--- src/rtl/bwt_arb_pkg.sv ---
// Shared types and default sizes for the BWT occurrence-memory request arbiter.
package bwt_arb_pkg;

  localparam int unsigned DEF_ADDR_W    = 42;
  localparam int unsigned TAG_RN_W      = 8;
  localparam int unsigned DEF_MAX_OUTST = 16;

  typedef enum logic {
    SRC_FWD = 1'b0,
    SRC_BWD = 1'b1
  } src_e;

  typedef struct packed {
    src_e                read_src;
    logic [TAG_RN_W-1:0] read_num;
  } tag_t;

  // Round-robin successor of a source.
  function automatic src_e other_src(input src_e s);
    return (s == SRC_FWD) ? SRC_BWD : SRC_FWD;
  endfunction

endpackage

--- src/rtl/bwt_req_tag_fifo.sv ---
// In-order tag FIFO: remembers which requester issued each in-flight memory read.
module bwt_req_tag_fifo
  import bwt_arb_pkg::*;
#(
  parameter int unsigned DEPTH = DEF_MAX_OUTST
) (
  input  logic                   clk,
  input  logic                   rst,
  input  logic                   push,
  input  tag_t                   push_tag,
  input  logic                   pop,
  output tag_t                   head,
  output logic                   full,
  output logic                   empty,
  output logic [$clog2(DEPTH):0] count
);

  localparam int unsigned PTR_W = $clog2(DEPTH);
  localparam int unsigned CNT_W = PTR_W + 1;

  tag_t             mem_q [DEPTH];
  logic [PTR_W-1:0] wr_ptr_q, wr_ptr_d;
  logic [PTR_W-1:0] rd_ptr_q, rd_ptr_d;
  logic [CNT_W-1:0] count_q, count_d;
  logic             do_push, do_pop;

  assign full    = (count_q == CNT_W'(DEPTH));
  assign empty   = (count_q == '0);
  assign do_push = push && !full;
  assign do_pop  = pop && !empty;
  assign head    = mem_q[rd_ptr_q];
  assign count   = count_q;

  // Pointer and occupancy update; push and pop may coincide.
  always_comb begin
    wr_ptr_d = wr_ptr_q + PTR_W'(do_push);
    rd_ptr_d = rd_ptr_q + PTR_W'(do_pop);
    count_d  = count_q + CNT_W'(do_push) - CNT_W'(do_pop);
  end

  // Control registers.
  always_ff @(posedge clk) begin
    if (rst) begin
      wr_ptr_q <= '0;
      rd_ptr_q <= '0;
      count_q  <= '0;
    end else begin
      wr_ptr_q <= wr_ptr_d;
      rd_ptr_q <= rd_ptr_d;
      count_q  <= count_d;
    end
  end

  // Tag storage; contents are only meaningful while counted.
  always_ff @(posedge clk) begin
    if (do_push) begin
      mem_q[wr_ptr_q] <= push_tag;
    end
  end

endmodule

--- src/rtl/bwt_req_arbiter.sv ---
// Round-robin arbiter sharing the BWT occurrence-memory request port between the
// forward and backward datapaths, with in-order response routing.
// Optional: define ARB_PERF_CNT_EN to build the grant/stall performance counters.
module bwt_req_arbiter
  import bwt_arb_pkg::*;
#(
  parameter int unsigned ADDR_W    = DEF_ADDR_W,
  parameter int unsigned RN_W      = TAG_RN_W,
  parameter int unsigned MAX_OUTST = DEF_MAX_OUTST
) (
  input  logic                       clk,
  input  logic                       rst,
  input  logic                       fwd_req_valid,
  input  logic [RN_W-1:0]            fwd_req_read_num,
  input  logic [ADDR_W-1:0]          fwd_req_addr_k,
  input  logic [ADDR_W-1:0]          fwd_req_addr_l,
  output logic                       fwd_stall,
  input  logic                       bwd_req_valid,
  input  logic [RN_W-1:0]            bwd_req_read_num,
  input  logic [ADDR_W-1:0]          bwd_req_addr_k,
  input  logic [ADDR_W-1:0]          bwd_req_addr_l,
  output logic                       bwd_stall,
  output logic                       mem_req_valid,
  input  logic                       mem_req_ready,
  output logic [ADDR_W-1:0]          mem_req_addr_k,
  output logic [ADDR_W-1:0]          mem_req_addr_l,
  output logic [RN_W-1:0]            mem_req_read_num,
  input  logic                       mem_rsp_valid,
  output logic                       fwd_rsp_valid,
  output logic                       bwd_rsp_valid,
  output logic [RN_W-1:0]            rsp_read_num,
  output logic [$clog2(MAX_OUTST):0] outstanding,
  output logic                       rsp_err,
  output logic [31:0]                perf_fwd_grants,
  output logic [31:0]                perf_bwd_grants,
  output logic [31:0]                perf_stall_cycles
);

  localparam int unsigned CNT_W = $clog2(MAX_OUTST) + 1;

  logic              hold_f_full_q, hold_f_full_d;
  logic [RN_W-1:0]   hold_f_rn_q, hold_f_rn_d;
  logic [ADDR_W-1:0] hold_f_k_q, hold_f_k_d, hold_f_l_q, hold_f_l_d;
  logic              hold_b_full_q, hold_b_full_d;
  logic [RN_W-1:0]   hold_b_rn_q, hold_b_rn_d;
  logic [ADDR_W-1:0] hold_b_k_q, hold_b_k_d, hold_b_l_q, hold_b_l_d;

  src_e              rr_q, rr_d, grant_q, grant_d, grant;
  logic              lock_q, lock_d;
  logic              rsp_err_q, rsp_err_d;
  logic              fire, issue_f, issue_b, cap_f, cap_b;

  tag_t              push_tag, head_tag;
  logic              fifo_full, fifo_empty;
  logic [CNT_W-1:0]  fifo_count;

  // Grant selection: hold the previous owner while a request is waiting on ready.
  always_comb begin
    grant = grant_q;
    if (!lock_q) begin
      if (hold_f_full_q && hold_b_full_q) begin
        grant = rr_q;
      end else if (hold_b_full_q) begin
        grant = SRC_BWD;
      end else begin
        grant = SRC_FWD;
      end
    end
  end

  assign mem_req_valid = (hold_f_full_q || hold_b_full_q) && !fifo_full;
  assign fire          = mem_req_valid && mem_req_ready;
  assign issue_f       = fire && (grant == SRC_FWD);
  assign issue_b       = fire && (grant == SRC_BWD);
  assign fwd_stall     = hold_f_full_q && !issue_f;
  assign bwd_stall     = hold_b_full_q && !issue_b;
  assign cap_f         = fwd_req_valid && !fwd_stall;
  assign cap_b         = bwd_req_valid && !bwd_stall;

  // Issued payload comes from the granted hold.
  always_comb begin
    mem_req_addr_k   = hold_f_k_q;
    mem_req_addr_l   = hold_f_l_q;
    mem_req_read_num = hold_f_rn_q;
    if (grant == SRC_BWD) begin
      mem_req_addr_k   = hold_b_k_q;
      mem_req_addr_l   = hold_b_l_q;
      mem_req_read_num = hold_b_rn_q;
    end
    push_tag.read_src = grant;
    push_tag.read_num = TAG_RN_W'(mem_req_read_num);
  end

  // Next state for the skid holds, grant lock, round-robin pointer and error flag.
  always_comb begin
    hold_f_full_d = hold_f_full_q;
    hold_f_rn_d   = hold_f_rn_q;
    hold_f_k_d    = hold_f_k_q;
    hold_f_l_d    = hold_f_l_q;
    hold_b_full_d = hold_b_full_q;
    hold_b_rn_d   = hold_b_rn_q;
    hold_b_k_d    = hold_b_k_q;
    hold_b_l_d    = hold_b_l_q;
    if (cap_f) begin
      hold_f_full_d = 1'b1;
      hold_f_rn_d   = fwd_req_read_num;
      hold_f_k_d    = fwd_req_addr_k;
      hold_f_l_d    = fwd_req_addr_l;
    end else if (issue_f) begin
      hold_f_full_d = 1'b0;
    end
    if (cap_b) begin
      hold_b_full_d = 1'b1;
      hold_b_rn_d   = bwd_req_read_num;
      hold_b_k_d    = bwd_req_addr_k;
      hold_b_l_d    = bwd_req_addr_l;
    end else if (issue_b) begin
      hold_b_full_d = 1'b0;
    end
    lock_d    = mem_req_valid && !mem_req_ready;
    grant_d   = grant;
    rr_d      = fire ? other_src(grant) : rr_q;
    rsp_err_d = rsp_err_q || (mem_rsp_valid && fifo_empty);
  end

  // Arbiter state registers.
  always_ff @(posedge clk) begin
    if (rst) begin
      hold_f_full_q <= 1'b0;
      hold_f_rn_q   <= '0;
      hold_f_k_q    <= '0;
      hold_f_l_q    <= '0;
      hold_b_full_q <= 1'b0;
      hold_b_rn_q   <= '0;
      hold_b_k_q    <= '0;
      hold_b_l_q    <= '0;
      lock_q        <= 1'b0;
      grant_q       <= SRC_FWD;
      rr_q          <= SRC_FWD;
      rsp_err_q     <= 1'b0;
    end else begin
      hold_f_full_q <= hold_f_full_d;
      hold_f_rn_q   <= hold_f_rn_d;
      hold_f_k_q    <= hold_f_k_d;
      hold_f_l_q    <= hold_f_l_d;
      hold_b_full_q <= hold_b_full_d;
      hold_b_rn_q   <= hold_b_rn_d;
      hold_b_k_q    <= hold_b_k_d;
      hold_b_l_q    <= hold_b_l_d;
      lock_q        <= lock_d;
      grant_q       <= grant_d;
      rr_q          <= rr_d;
      rsp_err_q     <= rsp_err_d;
    end
  end

  bwt_req_tag_fifo #(
    .DEPTH (MAX_OUTST)
  ) u_tag_fifo (
    .clk      (clk),
    .rst      (rst),
    .push     (fire),
    .push_tag (push_tag),
    .pop      (mem_rsp_valid),
    .head     (head_tag),
    .full     (fifo_full),
    .empty    (fifo_empty),
    .count    (fifo_count)
  );

  assign fwd_rsp_valid = mem_rsp_valid && !fifo_empty && (head_tag.read_src == SRC_FWD);
  assign bwd_rsp_valid = mem_rsp_valid && !fifo_empty && (head_tag.read_src == SRC_BWD);
  assign rsp_read_num  = fifo_empty ? '0 : RN_W'(head_tag.read_num);
  assign outstanding   = fifo_count;
  assign rsp_err       = rsp_err_q;

`ifdef ARB_PERF_CNT_EN
  logic [31:0] perf_f_q, perf_f_d, perf_b_q, perf_b_d, perf_s_q, perf_s_d;

  // Grant and stall-cycle counters, free-running with natural wrap.
  always_comb begin
    perf_f_d = perf_f_q + 32'(issue_f);
    perf_b_d = perf_b_q + 32'(issue_b);
    perf_s_d = perf_s_q + 32'(fwd_stall || bwd_stall);
  end

  // Counter registers.
  always_ff @(posedge clk) begin
    if (rst) begin
      perf_f_q <= '0;
      perf_b_q <= '0;
      perf_s_q <= '0;
    end else begin
      perf_f_q <= perf_f_d;
      perf_b_q <= perf_b_d;
      perf_s_q <= perf_s_d;
    end
  end

  assign perf_fwd_grants   = perf_f_q;
  assign perf_bwd_grants   = perf_b_q;
  assign perf_stall_cycles = perf_s_q;
`else
  assign perf_fwd_grants   = '0;
  assign perf_bwd_grants   = '0;
  assign perf_stall_cycles = '0;
`endif

endmodule
--- config.mk ---
export PLATFORM = sky130hd
export DESIGN_NAME = bwt_req_arbiter
export DESIGN_NICKNAME = d
export VERILOG_FILES = /design/src/rtl/bwt_arb_pkg.sv /design/src/rtl/bwt_req_tag_fifo.sv /design/src/rtl/bwt_req_arbiter.sv
export SDC_FILE = /design/constraint.sdc
export NUM_CORES = 1
export LEC_CHECK = 0
export BUFFER_PORTS_ARGS = -buffer_cell sky130_fd_sc_hd__buf_2
export CAP_MARGIN = 5
export CORE_ASPECT_RATIO = 0.75
export CORE_MARGIN = 5
export CORE_UTILIZATION = 40
export CTS_BUF_LIST = sky130_fd_sc_hd__clkbuf_16
export DETAILED_ROUTE_END_ITERATION = 10
export PLACE_DENSITY = 0.72
export SLEW_MARGIN = 20
export SYNTH_ARGS = -nofsm -noshare
export SYNTH_HDL_FRONTEND = slang
export SYNTH_HIERARCHICAL = 1
export SYNTH_SLANG_ARGS = --single-unit
--- constraint.sdc ---
create_clock -name clk -period 3.5 [get_ports clk]
set_input_delay 0 -clock clk [delete_from_list [all_inputs] [get_ports clk]]
set_output_delay 0 -clock clk [all_outputs]
set_load 0.05 [all_outputs]
======== Word level (Yosys, flattened, before mapping) ========
Memory sizes are Yosys's and may differ from the RTL's. A register that Yosys moved wholly into a read port is not among the register bits.
Index checks and enable logic that the tools add are counted.
cells by class
  add/subtract/negate cells ............... 4
  eq/ne operators ......................... 1
  mux-type cells .......................... 15
  bitwise operators ....................... 2
  reduce and logical (&&, ||, !) cells .... 27
operator list
  kind                                         number
  42-bit 2-to-1 mux                            2
  8-bit 2-to-1 mux                             2
  1-bit logical AND                            15
  1-bit 2-to-1 mux                             10
  4-bit by 1-bit adder with 4-bit output       2
  1-bit logical NOT                            7
  5-bit by 1-bit adder with 5-bit output       1
  5-bit equality test (second input constant)  1
  5-bit logical NOT                            1
  5-bit by 1-bit subtractor with 5-bit output  1
  4-bit 2-to-1 mux                             1
  2-bit nonzero test                           2
  1-bit logical OR                             2
  1-bit NOT                                    2
storage, ports and cells
  register bits after elaboration ......... 203
  memory bits (writable) .................. 144
  output and inout port bits .............. 207
  logic and storage cells ................. 65
  memories ................................ 1
memory list
  memory            words  bits a word  read ports  clocked after Yosys merged registers in  wr ports  RTL line                text
  u_tag_fifo.mem_q  16     9            1           1                                        1         bwt_req_tag_fifo.sv:21  tag_t mem_q [DEPTH];

======== Logic depth before layout (Yosys ltp) ========
  word-level depth ........................ 10
  mapped depth ............................ 15
  depth with buffers taken out ............ 15

======== Modules after synthesis ========
The synthesis kept the hierarchy.
by module, submodules not included
  module            instances  cells each  area an instance (um2)  seq. area each (um2)
  bwt_req_arbiter   1          1253        9835.7                  3803.6
  bwt_req_tag_fifo  1          350         6394.9                  4584.4

======== Worst setup path before layout ========
No wires, ideal clock.
  path type ............................... register to register
  start ................................... reg u_tag_fifo.count_q[2], in the netlist u_tag_fifo/count[2]
  end ..................................... reg u_tag_fifo.count_q[4], in the netlist u_tag_fifo/count[4]
  setup time .............................. 131 ps
  arrival time ............................ 3077 ps
  data required time ...................... 3369 ps
  setup slack ............................. 291 ps
  stages on the path, launching flop included .. 16
  buffers on the path ..................... 0
  period minus slack after synthesis ...... 3209 ps
  cell sequence ........................... dfxtp_1 -> inv_1 -> ha_1 -> and4bb_1 -> nand2b_1 -> nor2_2 -> nand2b_1 -> ha_1 -> inv_1 -> ha_1 -> inv_1 -> fa_1 -> nor2b_1 -> o21bai_1 -> a21oi_1 -> nor3b_1
between the ends
  cells in the longest elaborated chain, start to end .. 7
  elaborated cells on any way between the ends .. 10
ends and longest elaborated chain
  item                                         RTL line                text
  start: declaration                           bwt_req_tag_fifo.sv:24  logic [CNT_W-1:0] count_q, count_d;
  start signal: assignment                     bwt_req_tag_fifo.sv:50  count_q <= count_d;
  5-bit equality test                          bwt_req_tag_fifo.sv:27  assign full = (count_q == CNT_W'(DEPTH));
  named net fifo_full                          bwt_req_arbiter.sv:54   logic fifo_full, fifo_empty;
  1-bit logical NOT                            bwt_req_arbiter.sv:71   assign mem_req_valid = (hold_f_full_q || hold_b_full_q) && !fifo_full;
  1-bit logical AND                            bwt_req_arbiter.sv:71
  1-bit logical AND                            bwt_req_arbiter.sv:72   assign fire = mem_req_valid && mem_req_ready;
  named net fire                               bwt_req_arbiter.sv:51   logic fire, issue_f, issue_b, cap_f, cap_b;
  1-bit logical AND                            bwt_req_tag_fifo.sv:29  assign do_push = push && !full;
  5-bit by 1-bit adder with 5-bit output       bwt_req_tag_fifo.sv:38  count_d = count_q + CNT_W'(do_push) - CNT_W'(do_pop);
  5-bit by 1-bit subtractor with 5-bit output  bwt_req_tag_fifo.sv:38
The timed path passes the listed nets, and every way through them passes these cells.
A chain may end at the register's enable or synchronous reset.

======== Final worst setup path ========
  start ................................... reg u_tag_fifo.count_q[3], in the netlist u_tag_fifo/count[3]
  end ..................................... reg u_tag_fifo.count_q[4], in the netlist u_tag_fifo/count[4]
Same word-level chain as after synthesis.

==> run_results.csv <==
group,metric,value,unit
floorplanning,dieArea,44700,µm²
clock_tree,cts.path.max_buffers,3,
logic_synthesis,synth.most_common_cell,"nand2_1",
drt,vias,13300,
clock_tree,cts_tree,"yes",
place,place_inst,2338,
pwr,p_leak,8.97,nW
sta,fmax,318,MHz
worst_hold_path,min-delay-path-class,"input port to register",
logic_synthesis,ys_seq_area_frac,0.517,
logic_synthesis,synth_cell_types,49,
layout,fin_cells,2602,
clock_tree,postCtsHoldBufs,190,
floorplanning,die_x,243,µm
floorplanning,pin_count,397,
drt,viasPerCell,5.12,
floorplanning,fp-row-count,63,
sta,min_period_over_period,0.900,
drt,drt_wl_total,48.8,mm
pwr,p_per_area,573,nW/µm²
clock_tree,cts_resized,0,
floorplanning,dieHeight,184,µm
place,dp_hpwl,30.7,mm
layout,multi_input_area,6720,µm²
floorplanning,core_area,39800,µm²
grt,grt_pass1_vias,13400,
logic_synthesis,synth_commonest_cells,"nand2_1, dfxtp_1, nand2b_1",
drt,drt.antenna.violating_nets,0,
logic_synthesis,synth_edf_count,144,
sta,finClkSkew,0.0218,ns
sta,finalSetupTns,0,ns
critical_path,arrival,3.55,ns
logic_synthesis,syn_area,16200,µm²
logic_synthesis,ys_seq_elements,347,
sta,fin_crit,3.15,ns
sta,rsz0062_at_grt,"false",
clock_tree,clkTransAtPathRegs,0.06,ns
place,pre_cts_ws,0.352,ns
grt,track_usage,0.207,
layout,nets,2247,
sta,finalHoldViolations,0,
grt,grt_pass1_wl,74.5,mm
sta,slew_viol_final,0,
place,place.gp.congestion,0.820,
drt,drc,0,
critical_path,setup.worst_path.end_class,"register",
grt,grt_max_degree,119,
layout,num-fill-cells,3409,
layout,seq_area,8390,µm²
logic_synthesis,synth_area_leaders,"edfxtp_1, dfxtp_1, mux2i_1, nand2b_1, nand2_1",
sta,whs,0.268,ns
logic_synthesis,syn_avg_cell_area,10.1,µm²
logic_synthesis,yosysTopAreaCell,"edfxtp_1",
clock_tree,clock-sinks,347,
sta,max-slew-margin-rel,0.221,
logic_synthesis,synthArstFlopShare,0,
clock_tree,numCtsBuffers,36,
place,postPlaceCellArea,17700,µm²
logic_synthesis,synth_top_area_share,0.266,
layout,drive_above_1_share,0.206,
clock_tree,cts_root_buffer,"clkbuf_16",
clock_tree,htreeDepth,2,
job,maxCapViolations,0,
critical_path,start_kind,"register",
critical_path,crit_type,"register to register",
layout,stdcell_area,20700,µm²
pwr,power,11.9,mW
logic_synthesis,syn_inst,1603,
clock_tree,cts_setup_buffers,0,
grt,antenna_found_initial,9,
pwr,peakVddDrop,0.376,mV
place,port_buffers,300,
drt,wl_per_cell,18.7,µm
sta,setup_violations,0,
logic_synthesis,synth_ff_type,"dfxtp_1",
grt,grt_overflow_total,0,
layout,fin_util,0.521,
critical_path,cp_data_required_time,3.90,ns
sta,setup_ws,0.351,ns
drt,first_pass_iters,5,
clock_tree,insertion_delay,0.53,ns
floorplanning,start_util,0.408,
critical_path,worstPathMaxFanout,4,
outcome,status,"finished clean",
sta,tightest_slew,1.17,ns
drt,drt-initial-drc-count,1109,
layout,area_growth,27.7,%
logic_synthesis,yosysWarnings,6,
## report_power, final
part           internal, mW  total (mW)  leakage (nW)  switching [mW]
Sequential             4.50        4.69          3.00           0.192
Clock                  2.15        3.77         0.594            1.62
Combinational          1.12        3.42          5.38            2.30
## per-layer routing
layer | global-route usage | wire, µm
met3 | 0.0549 | 3990
met4 | 0.0910 | 2230
met5 | 0 | 0
met1 | 0.255 | 19200
met2 | 0.347 | 23300
## logic make-up after synthesis
| group | Yosys count | synth area share |
|---|---|---|
| xor gates and xnor gates | 6 | 0.00324 |
| muxes | 147 | 0.105 |
| other | 1 | 0.000231 |
| and+or+nand+nor | 632 | 0.190 |
| buffers and inverters | 228 | 0.0922 |
| AOI/OAI and AO/OA | 231 | 0.0839 |
| adders and majority gates | 11 | 0.00894 |
| DFF | 347 | 0.517 |
## cell usage in the layout (no fill, tap or decap), types with 11 or more instances in the layout
| master | Yosys | final |
|---|---|---|
| dlygate4sd3_1 | 0 | 190 |
| a21oi_1 | 96 | 96 |
| nor2_1 | 23 | 23 |
| nor2b_1 | 20 | 20 |
| nand2b_1 | 189 | 189 |
| dfxtp_1 | 203 | 202 |
| mux2i_1 | 129 | 129 |
| o21ai_0 | 69 | 69 |
| buf_2 | 20 | 298 |
| conb_1 | 1 | 96 |
| inv_1 | 9 | 15 |
| a221oi_2 | 11 | 11 |
| clkbuf_16 | 0 | 37 |
| buf_4 | 101 | 31 |
| nand2_1 | 288 | 288 |
| o21ai_1 | 32 | 32 |
| nand3_1 | 95 | 95 |
| mux4_2 | 16 | 16 |
| edfxtp_1 | 144 | 144 |
## flip-flops by register name, summed over array words and instances (netlist names), 4 cells and up
register / flops
u_tag_fifo/count: 5
u_tag_fifo/rd_ptr_q: 4
u_tag_fifo/mem_q: 144
hold_b_l_q: 42
hold_b_k_q: 42
hold_f_l_q: 42
hold_b_rn_q: 8
hold_f_rn_q: 8
u_tag_fifo/wr_ptr_q: 4
hold_f_k_q: 42
## path summary, 6_finish.rpt
kind	startpoint	endpoint	slack (ns)	cells past startpoint
worst max register to register	u_tag_fifo/count[3]	u_tag_fifo/count[4]	0.35	15
worst min register to register	rsp_err	rsp_err	0.46	2
worst max-delay path	u_tag_fifo/count[3]	u_tag_fifo/count[4]	0.35	15
worst min-delay path	mem_req_ready	lock_q	0.27	3
## worst max-delay path: stages (launching register included)
cell	delay, ns
dfxtp_1	0.37
inv_1	0.08
ha_1	0.20
and4bb_1	0.24
nand2b_1	0.23
nor2_2	0.26
nand2b_1	0.15
ha_1	0.32
inv_1	0.06
ha_1	0.16
inv_1	0.06
fa_1	0.41
nor2b_1	0.16
o21bai_1	0.10
a21oi_1	0.15
nor3b_1	0.06
## layout make-up
type                            instances  area share
Antenna cell                           10     0.00121
Clock buffer                           37      0.0447
Multi-Input combinational cell       1123       0.324
Tap cell                              520      0.0314
Clock inverter                         27      0.0101
Sequential cell                       347       0.405
Timing Repair Buffer                  526       0.181
Inverter                               12     0.00223
(Power assumes the default switching activity.)
